File: config.mk
export PLATFORM = sky130hd
export DESIGN_NAME = alu_op_sequencer_flat
export DESIGN_NICKNAME = d
export VERILOG_FILES = /design/src/rtl/alu_op_sequencer_pkg.sv /design/src/rtl/alu_op_sequencer_if.sv /design/src/rtl/alu_cmd_fifo.sv /design/src/rtl/alu_op_sequencer.sv /design/src/flat_wrapper.sv
export SDC_FILE = /design/constraint.sdc
export NUM_CORES = 1
export LEC_CHECK = 0
export CORE_MARGIN = 10
export CORE_UTILIZATION = 53
export DETAILED_ROUTE_END_ITERATION = 6
export GPL_TIMING_DRIVEN = 0
export PLACE_DENSITY = 0.79
export SLEW_MARGIN = 0
export SYNTH_ARGS = -nofsm -noshare
export SYNTH_HDL_FRONTEND = slang
export SYNTH_HIERARCHICAL = 1
export SYNTH_SLANG_ARGS = --single-unit
File: constraint.sdc
create_clock -name clk -period 3.6 [get_ports clk]
set_input_delay 0.36 -clock clk [delete_from_list [all_inputs] [get_ports clk]]
set_output_delay 0.36 -clock clk [all_outputs]
set_load 0.05 [all_outputs]
File: src/rtl/alu_op_sequencer_pkg.sv
// Shared widths, FSM encoding and command record for the ALU operation sequencer.
// Every file in this slice takes its widths and encodings from here.
package alu_op_sequencer_pkg;

  localparam int DATA_W                 = 8;
  localparam int MODE_W                 = 3;
  localparam int RES_W                  = 16;
  localparam int CMD_W                  = MODE_W + 2 * DATA_W;
  localparam int TIMEOUT_CYCLES_DEFAULT = 16;
  localparam int FIFO_DEPTH_DEFAULT     = 4;

  typedef enum logic [1:0] {
    ST_IDLE  = 2'd0,
    ST_ISSUE = 2'd1,
    ST_WAIT  = 2'd2,
    ST_RESP  = 2'd3
  } seq_state_t;

  typedef struct packed {
    logic [MODE_W-1:0] mode;
    logic [DATA_W-1:0] op1;
    logic [DATA_W-1:0] op2;
  } alu_cmd_t;

  function automatic alu_cmd_t pack_cmd(input logic [MODE_W-1:0] mode,
                                        input logic [DATA_W-1:0] op1,
                                        input logic [DATA_W-1:0] op2);
    alu_cmd_t c;
    c.mode = mode;
    c.op1  = op1;
    c.op2  = op2;
    return c;
  endfunction

endpackage

File: src/rtl/alu_op_sequencer_if.sv
// Command, ALU and response buses of the sequencer bundled as one interface.
// Operands and results are two's complement; the wires themselves are plain vectors.
interface alu_op_sequencer_if;
  import alu_op_sequencer_pkg::*;

  logic              cmd_valid_i;
  logic              cmd_ready_o;
  logic [MODE_W-1:0] cmd_mode_i;
  logic [DATA_W-1:0] cmd_op1_i;
  logic [DATA_W-1:0] cmd_op2_i;

  logic [DATA_W-1:0] alu_op1_o;
  logic [DATA_W-1:0] alu_op2_o;
  logic [MODE_W-1:0] alu_mode_o;
  logic              alu_valid_o;
  logic [RES_W-1:0]  alu_res_i;
  logic              alu_valid_i;

  logic              rsp_valid_o;
  logic              rsp_ready_i;
  logic [RES_W-1:0]  rsp_res_o;
  logic              rsp_err_o;

  logic              busy_o;

  // Sequencer side
  modport slave (
    input  cmd_valid_i, cmd_mode_i, cmd_op1_i, cmd_op2_i,
    output cmd_ready_o,
    output alu_op1_o, alu_op2_o, alu_mode_o, alu_valid_o,
    input  alu_res_i, alu_valid_i,
    output rsp_valid_o, rsp_res_o, rsp_err_o,
    input  rsp_ready_i,
    output busy_o
  );

  // Environment side: command producer, ALU and response consumer
  modport master (
    output cmd_valid_i, cmd_mode_i, cmd_op1_i, cmd_op2_i,
    input  cmd_ready_o,
    input  alu_op1_o, alu_op2_o, alu_mode_o, alu_valid_o,
    output alu_res_i, alu_valid_i,
    input  rsp_valid_o, rsp_res_o, rsp_err_o,
    output rsp_ready_i,
    input  busy_o
  );

endinterface

File: src/rtl/alu_cmd_fifo.sv
// Synchronous command FIFO; the head entry is always visible on dout.
// Pointers carry one extra wrap bit so full and empty are distinguishable.
module alu_cmd_fifo #(
  parameter int DEPTH = 4,
  parameter int WIDTH = 19
) (
  input  logic             clk,
  input  logic             rst,
  input  logic             push,
  input  logic             pop,
  input  logic [WIDTH-1:0] din,
  output logic [WIDTH-1:0] dout,
  output logic             full,
  output logic             empty
);

  localparam int AW = $clog2(DEPTH);

  logic [WIDTH-1:0] mem [DEPTH];
  logic [AW:0]      wr_ptr_reg;
  logic [AW:0]      rd_ptr_reg;
  logic             do_push;
  logic             do_pop;

  assign empty   = (wr_ptr_reg == rd_ptr_reg);
  assign full    = (wr_ptr_reg[AW] != rd_ptr_reg[AW]) &&
                   (wr_ptr_reg[AW-1:0] == rd_ptr_reg[AW-1:0]);
  assign do_push = push && !full;
  assign do_pop  = pop && !empty;
  assign dout    = mem[rd_ptr_reg[AW-1:0]];

  always_ff @(posedge clk) begin
    if (do_push) begin
      mem[wr_ptr_reg[AW-1:0]] <= din;
    end
  end

  always_ff @(posedge clk) begin
    if (rst) begin
      wr_ptr_reg <= '0;
      rd_ptr_reg <= '0;
    end else begin
      if (do_push) wr_ptr_reg <= wr_ptr_reg + 1'b1;
      if (do_pop)  rd_ptr_reg <= rd_ptr_reg + 1'b1;
    end
  end

endmodule

File: src/rtl/alu_op_sequencer.sv
// Buffers ALU commands, issues them one at a time, and returns each result
// (or a timeout error) through a valid/ready response port.
module alu_op_sequencer
  import alu_op_sequencer_pkg::*;
#(
  parameter int FIFO_DEPTH     = FIFO_DEPTH_DEFAULT,
  parameter int TIMEOUT_CYCLES = TIMEOUT_CYCLES_DEFAULT
) (
  input logic               clk,
  input logic               rst,
  alu_op_sequencer_if.slave bus
);

  localparam int CNT_W = (TIMEOUT_CYCLES > 1) ? $clog2(TIMEOUT_CYCLES) : 1;
  localparam logic [CNT_W-1:0] CNT_LIMIT = CNT_W'(TIMEOUT_CYCLES - 1);

  seq_state_t        state_reg, state_next;
  logic [CNT_W-1:0]  wait_cnt_reg, wait_cnt_next;
  logic [DATA_W-1:0] alu_op1_reg, alu_op1_next;
  logic [DATA_W-1:0] alu_op2_reg, alu_op2_next;
  logic [MODE_W-1:0] alu_mode_reg, alu_mode_next;
  logic [RES_W-1:0]  rsp_res_reg, rsp_res_next;
  logic              rsp_err_reg, rsp_err_next;

  alu_cmd_t cmd_in;
  alu_cmd_t head_cmd;
  logic     fifo_full;
  logic     fifo_empty;
  logic     fifo_push;
  logic     fifo_pop;
  logic     load_issue;

  assign cmd_in    = pack_cmd(bus.cmd_mode_i, bus.cmd_op1_i, bus.cmd_op2_i);
  assign fifo_push = bus.cmd_valid_i && !fifo_full;
  assign fifo_pop  = (state_reg == ST_ISSUE);

  alu_cmd_fifo #(
    .DEPTH (FIFO_DEPTH),
    .WIDTH (CMD_W)
  ) u_cmd_fifo (
    .clk   (clk),
    .rst   (rst),
    .push  (fifo_push),
    .pop   (fifo_pop),
    .din   (cmd_in),
    .dout  (head_cmd),
    .full  (fifo_full),
    .empty (fifo_empty)
  );

  always_ff @(posedge clk) begin
    if (rst) begin
      state_reg    <= ST_IDLE;
      wait_cnt_reg <= '0;
      alu_op1_reg  <= '0;
      alu_op2_reg  <= '0;
      alu_mode_reg <= '0;
      rsp_res_reg  <= '0;
      rsp_err_reg  <= 1'b0;
    end else begin
      state_reg    <= state_next;
      wait_cnt_reg <= wait_cnt_next;
      alu_op1_reg  <= alu_op1_next;
      alu_op2_reg  <= alu_op2_next;
      alu_mode_reg <= alu_mode_next;
      rsp_res_reg  <= rsp_res_next;
      rsp_err_reg  <= rsp_err_next;
    end
  end

  always_comb begin
    state_next    = state_reg;
    wait_cnt_next = '0;
    alu_op1_next  = alu_op1_reg;
    alu_op2_next  = alu_op2_reg;
    alu_mode_next = alu_mode_reg;
    rsp_res_next  = rsp_res_reg;
    rsp_err_next  = rsp_err_reg;
    load_issue    = 1'b0;

    case (state_reg)
      ST_IDLE: begin
        if (!fifo_empty) begin
          state_next = ST_ISSUE;
          load_issue = 1'b1;
        end
      end
      ST_ISSUE: begin
        state_next = ST_WAIT;
      end
      ST_WAIT: begin
        // A result arriving in the limit cycle takes priority over the timeout
        if (bus.alu_valid_i) begin
          rsp_res_next = bus.alu_res_i;
          rsp_err_next = 1'b0;
          state_next   = ST_RESP;
        end else if (wait_cnt_reg == CNT_LIMIT) begin
          rsp_res_next = '0;
          rsp_err_next = 1'b1;
          state_next   = ST_RESP;
        end else begin
          wait_cnt_next = wait_cnt_reg + 1'b1;
        end
      end
      ST_RESP: begin
        if (bus.rsp_ready_i) begin
          if (!fifo_empty) begin
            state_next = ST_ISSUE;
            load_issue = 1'b1;
          end else begin
            state_next = ST_IDLE;
          end
        end
      end
      default: begin
        state_next = ST_IDLE;
      end
    endcase

    // Operands are captured on the edge entering ISSUE so they are registered during it
    if (load_issue) begin
      alu_op1_next  = head_cmd.op1;
      alu_op2_next  = head_cmd.op2;
      alu_mode_next = head_cmd.mode;
    end
  end

  assign bus.cmd_ready_o = !fifo_full;
  assign bus.alu_op1_o   = alu_op1_reg;
  assign bus.alu_op2_o   = alu_op2_reg;
  assign bus.alu_mode_o  = alu_mode_reg;
  assign bus.alu_valid_o = (state_reg == ST_ISSUE);
  assign bus.rsp_valid_o = (state_reg == ST_RESP);
  assign bus.rsp_res_o   = rsp_res_reg;
  assign bus.rsp_err_o   = rsp_err_reg;
  assign bus.busy_o      = (state_reg != ST_IDLE) || !fifo_empty;

endmodule

File: src/flat_wrapper.sv
// flat-port wrapper written by rule: the top's interface ports become plain ports
module alu_op_sequencer_flat import alu_op_sequencer_pkg::*;
#(
  parameter int FIFO_DEPTH     = FIFO_DEPTH_DEFAULT,
  parameter int TIMEOUT_CYCLES = TIMEOUT_CYCLES_DEFAULT
)
  (clk, rst, bus_cmd_valid_i, bus_cmd_mode_i, bus_cmd_op1_i, bus_cmd_op2_i, bus_cmd_ready_o, bus_alu_op1_o, bus_alu_op2_o, bus_alu_mode_o, bus_alu_valid_o, bus_alu_res_i, bus_alu_valid_i, bus_rsp_valid_o, bus_rsp_res_o, bus_rsp_err_o, bus_rsp_ready_i, bus_busy_o);
  alu_op_sequencer_if bus_i ();
  input logic clk;
  input logic rst;
  input wire logic [$bits(bus_i.cmd_valid_i)-1:0] bus_cmd_valid_i;
  input wire logic [$bits(bus_i.cmd_mode_i)-1:0] bus_cmd_mode_i;
  input wire logic [$bits(bus_i.cmd_op1_i)-1:0] bus_cmd_op1_i;
  input wire logic [$bits(bus_i.cmd_op2_i)-1:0] bus_cmd_op2_i;
  output wire logic [$bits(bus_i.cmd_ready_o)-1:0] bus_cmd_ready_o;
  output wire logic [$bits(bus_i.alu_op1_o)-1:0] bus_alu_op1_o;
  output wire logic [$bits(bus_i.alu_op2_o)-1:0] bus_alu_op2_o;
  output wire logic [$bits(bus_i.alu_mode_o)-1:0] bus_alu_mode_o;
  output wire logic [$bits(bus_i.alu_valid_o)-1:0] bus_alu_valid_o;
  input wire logic [$bits(bus_i.alu_res_i)-1:0] bus_alu_res_i;
  input wire logic [$bits(bus_i.alu_valid_i)-1:0] bus_alu_valid_i;
  output wire logic [$bits(bus_i.rsp_valid_o)-1:0] bus_rsp_valid_o;
  output wire logic [$bits(bus_i.rsp_res_o)-1:0] bus_rsp_res_o;
  output wire logic [$bits(bus_i.rsp_err_o)-1:0] bus_rsp_err_o;
  input wire logic [$bits(bus_i.rsp_ready_i)-1:0] bus_rsp_ready_i;
  output wire logic [$bits(bus_i.busy_o)-1:0] bus_busy_o;
  assign bus_i.cmd_valid_i = bus_cmd_valid_i;
  assign bus_i.cmd_mode_i = bus_cmd_mode_i;
  assign bus_i.cmd_op1_i = bus_cmd_op1_i;
  assign bus_i.cmd_op2_i = bus_cmd_op2_i;
  assign bus_cmd_ready_o = bus_i.cmd_ready_o;
  assign bus_alu_op1_o = bus_i.alu_op1_o;
  assign bus_alu_op2_o = bus_i.alu_op2_o;
  assign bus_alu_mode_o = bus_i.alu_mode_o;
  assign bus_alu_valid_o = bus_i.alu_valid_o;
  assign bus_i.alu_res_i = bus_alu_res_i;
  assign bus_i.alu_valid_i = bus_alu_valid_i;
  assign bus_rsp_valid_o = bus_i.rsp_valid_o;
  assign bus_rsp_res_o = bus_i.rsp_res_o;
  assign bus_rsp_err_o = bus_i.rsp_err_o;
  assign bus_i.rsp_ready_i = bus_rsp_ready_i;
  assign bus_busy_o = bus_i.busy_o;
  alu_op_sequencer #(.FIFO_DEPTH(FIFO_DEPTH), .TIMEOUT_CYCLES(TIMEOUT_CYCLES)) u_core (.clk(clk), .rst(rst), .bus(bus_i));
endmodule
==> out/metrics.cfg <==
[clock_tree]
post_cts_resized=0
cts_hold_buf=0
cts.sinks=126
cts_buffer_depth=2
root_buffer=clkbuf_8
cts_tree=done
clock_latency_ns=0.51
post_cts_buffers=0
cts-buffers-inserted=17
h-tree-depth=4
clkSlewWorstSetupHoldPaths_ns=0.06

[logic_synthesis]
ys.flop_type=edfxtp_1
yosysMostFrequentCell=edfxtp_1
synth_warnings=6
synth_edf_count=76
synthTopCellsByArea=edfxtp_1 46%, dfxtp_1 20%, mux4_2 8.7%
synth_area_leader_cell=edfxtp_1
synth_nets=385
syn_avg_cell_area_sq_um=14.7
synth_commonest_cells=76 x edfxtp_1, 50 x dfxtp_1, 24 x nand3_1
synthArstFlopShare_pct=0
synth_area_sq_mm=0.00492
synth_top_cell_area_share_pct=46.4
synth-seq-area-share_pct=66.7
synth_seq_cells=126
synth_cell_types=45
syn_inst=334

[route]
routed_wl_mm=10.8
vias=3173
firstDrtPassIters=4
drc=0
wl_per_cell_um=19.5
antenna_left=0
vias_per_cell=5.71
drt_iter0_markers=256

[final_layout]
antenna_cells=0
drive_above_1_share_pct=15.3
largest_reg_flops=76
area_delta_synth_final_pct=29.6
nets=484
nFillCells=608

[sta]
min_period_ns=3.33
setup_viol_count_final=0
finalHoldViolCount=0
finalClockSkew_ns=0.00879
setup_tns_ns=0
timing.hold.ws_ns=0.450
worst_pin_slew_ns=0.992
slew-limit-headroom_pct=33.9
drv_slew=0
clock.fmax_ghz=0.300
rsz0062_at_grt=false
min_period_over_period_pct=92.6

[critical_path]
critical_path.most_common_cell=nand2_1
reg2reg_to=u_core/u_cmd_fifo/mem[1][5]
end_kind=output port
cpPeakStageDelay_ns=0.71
r2r_cells=7
crit_required_ns=3.24
r2r-start=u_core/u_cmd_fifo/rd_ptr_reg[0]
critical_path.cell_chain=xnor2_1 > nand2_1 > nor2_1 > nand2_1 > clkdlybuf4s50_1
path_max_fanout=8
critPathSlowestCell=clkdlybuf4s50_1
arrival_ns=2.97
r2r_setup_slack_ns=0.68
worst-setup-path-type=flop to output port
cp-start-kind=flop

[run_status]
run_status=completed

[die]
dieArea_sq_mm=0.0135
die_w_um=116
core_sq_mm=0.00915
die_height_um=116
core.rowCount=35
initial_core_util_pct=53.8
ios=80

[placed_design]
gp_congestion=0.809
place.detailed.hpwl_mm=7.20
port_buffers=79

[pwr]
seq_power_share_pct=37.0
intPower_w=0.00330
vdd_ir_drop_max_uv=386
power_density_mw_per_mm2=819
swShare_pct=36.8
p_leak_nw=2.19
clockPowerShare_pct=27.8
combPwrFrac_pct=35.2
netSwitchingPower_w=0.00192

[run]
cap_violations=0

[grt]
grtUsageTotal_pct=16.2
grt_antenna_before_repair=0
grt_max_degree=20
grt_pass1_wl_mm=16.6
grt-ovfl-total=0
grt_pass1_vias=3272

[min_path]
hold_end=u_core/bus.rsp_res_o[7]
hold_path.class=input port to flop
hold_depth=2
hold_start=bus_alu_res_i[7]

-- critical path: cells and delay by family (launching register included) --
family / cells / cell delay [ns]
xor gates and xnor gates: 1 / 0.57
DFF: 1 / 0.38
and+or+nand+nor: 3 / 0.80
buffers and inverters: 1 / 0.71
-- stage by stage --
stage	setup slack, ns	area (sq um)	utilization (%)	power (W)	instances
after floorplan	0.903	4920	-	0.00321	334
after global placement	0.0620	5850	63.9	0.00371	524
after detailed placement	0.716	5870	64.1	0.00377	525
after CTS	0.269	6380	69.7	0.00526	556
after global routing	0.0903	6380	69.7	0.00547	556
final	0.267	6380	69.7	0.00522	556
-- cell type report --
type | count | area [sq um] | area share, %
repair buffers | 80 | 802 | 12.6
multi-input cells | 179 | 1490 | 23.4
well taps | 111 | 139 | 2.18
plain buffers | 18 | 109 | 1.71
flip-flops and latches | 126 | 3280 | 51.5
clock inverters | 14 | 96.3 | 1.51
inverters | 11 | 41.3 | 0.647
clock buffers | 17 | 414 | 6.49
-- layer usage --
| metal | wire length, um | global-route usage [%] | up-vias |
|---|---|---|---|
| li1 | - | - | 1495 |
| met1 | 4390 | 18.8 | 1551 |
| met3 | 896 | 5.29 | 10 |
| met5 | 0 | 0 | - |
| met4 | 113 | 6.09 | 0 |
| met2 | 5430 | 27.4 | 117 |
-- kinds of logic (layout without fill, tap and decap cells) --
group | after synthesis | count (layout) | synth area share [%]
muxes | 21 | 21 | 9.10
buffers and inverters | 29 | 140 | 3.05
and+or+nand+nor | 58 | 58 | 6.26
adders and majority gates | 11 | 11 | 2.80
AOI/OAI and AO/OA | 81 | 81 | 10.6
DFF | 126 | 126 | 66.7
xor gates and xnor gates | 8 | 8 | 1.42
-- power groups by stage --
stage	Clock (W)	Sequential, W	Combinational (W)
after detailed placement	0	0.00195	0.00182
after CTS	0.00148	0.00193	0.00185
after global placement	0	0.00193	0.00178
final	0.00145	0.00193	0.00184
after global routing	0.00154	0.00196	0.00197
after floorplan	0	0.00227	0.000939
-- how the worst max path moves through the flow --
stage / depth (start not counted) / end / startpoint / slack, ns
2_1_floorplan: 7 / u_core/u_cmd_fifo/mem[3][0] / u_core/u_cmd_fifo/rd_ptr_reg[1] / 0.90
3_3_place_gp: 6 / u_core/u_cmd_fifo/mem[3][10] / u_core/u_cmd_fifo/wr_ptr_reg[0] / 0.06
3_5_place_dp: 7 / u_core/u_cmd_fifo/mem[2][8] / u_core/u_cmd_fifo/wr_ptr_reg[0] / 0.72
4_1_cts: 5 / bus_busy_o / u_core/u_cmd_fifo/rd_ptr_reg[0] / 0.27
5_1_grt: 5 / bus_busy_o / u_core/u_cmd_fifo/wr_ptr_reg[0] / 0.09
6_report: 5 / bus_busy_o / u_core/u_cmd_fifo/rd_ptr_reg[0] / 0.27
-- cells in the final DEF (no fill, tap or decap), types with 5 or more instances in the layout --
| cell type | Yosys | layout |
|---|---|---|
| nand2_1 | 9 | 9 |
| a21oi_1 | 21 | 21 |
| clkdlybuf4s50_1 | 0 | 79 |
| buf_2 | 5 | 5 |
| nand3_1 | 24 | 24 |
| clkinvlp_4 | 0 | 5 |
| o211ai_1 | 5 | 5 |
| dfxtp_1 | 50 | 50 |
| clkbuf_16 | 0 | 16 |
| a22o_1 | 16 | 16 |
| o21ai_0 | 22 | 22 |
| mux4_2 | 19 | 19 |
| edfxtp_1 | 76 | 76 |
| inv_1 | 11 | 11 |
| ha_1 | 11 | 11 |
| nor2_1 | 6 | 6 |
| clkbuf_1 | 5 | 5 |
Power figures use the tool's default switching activity.
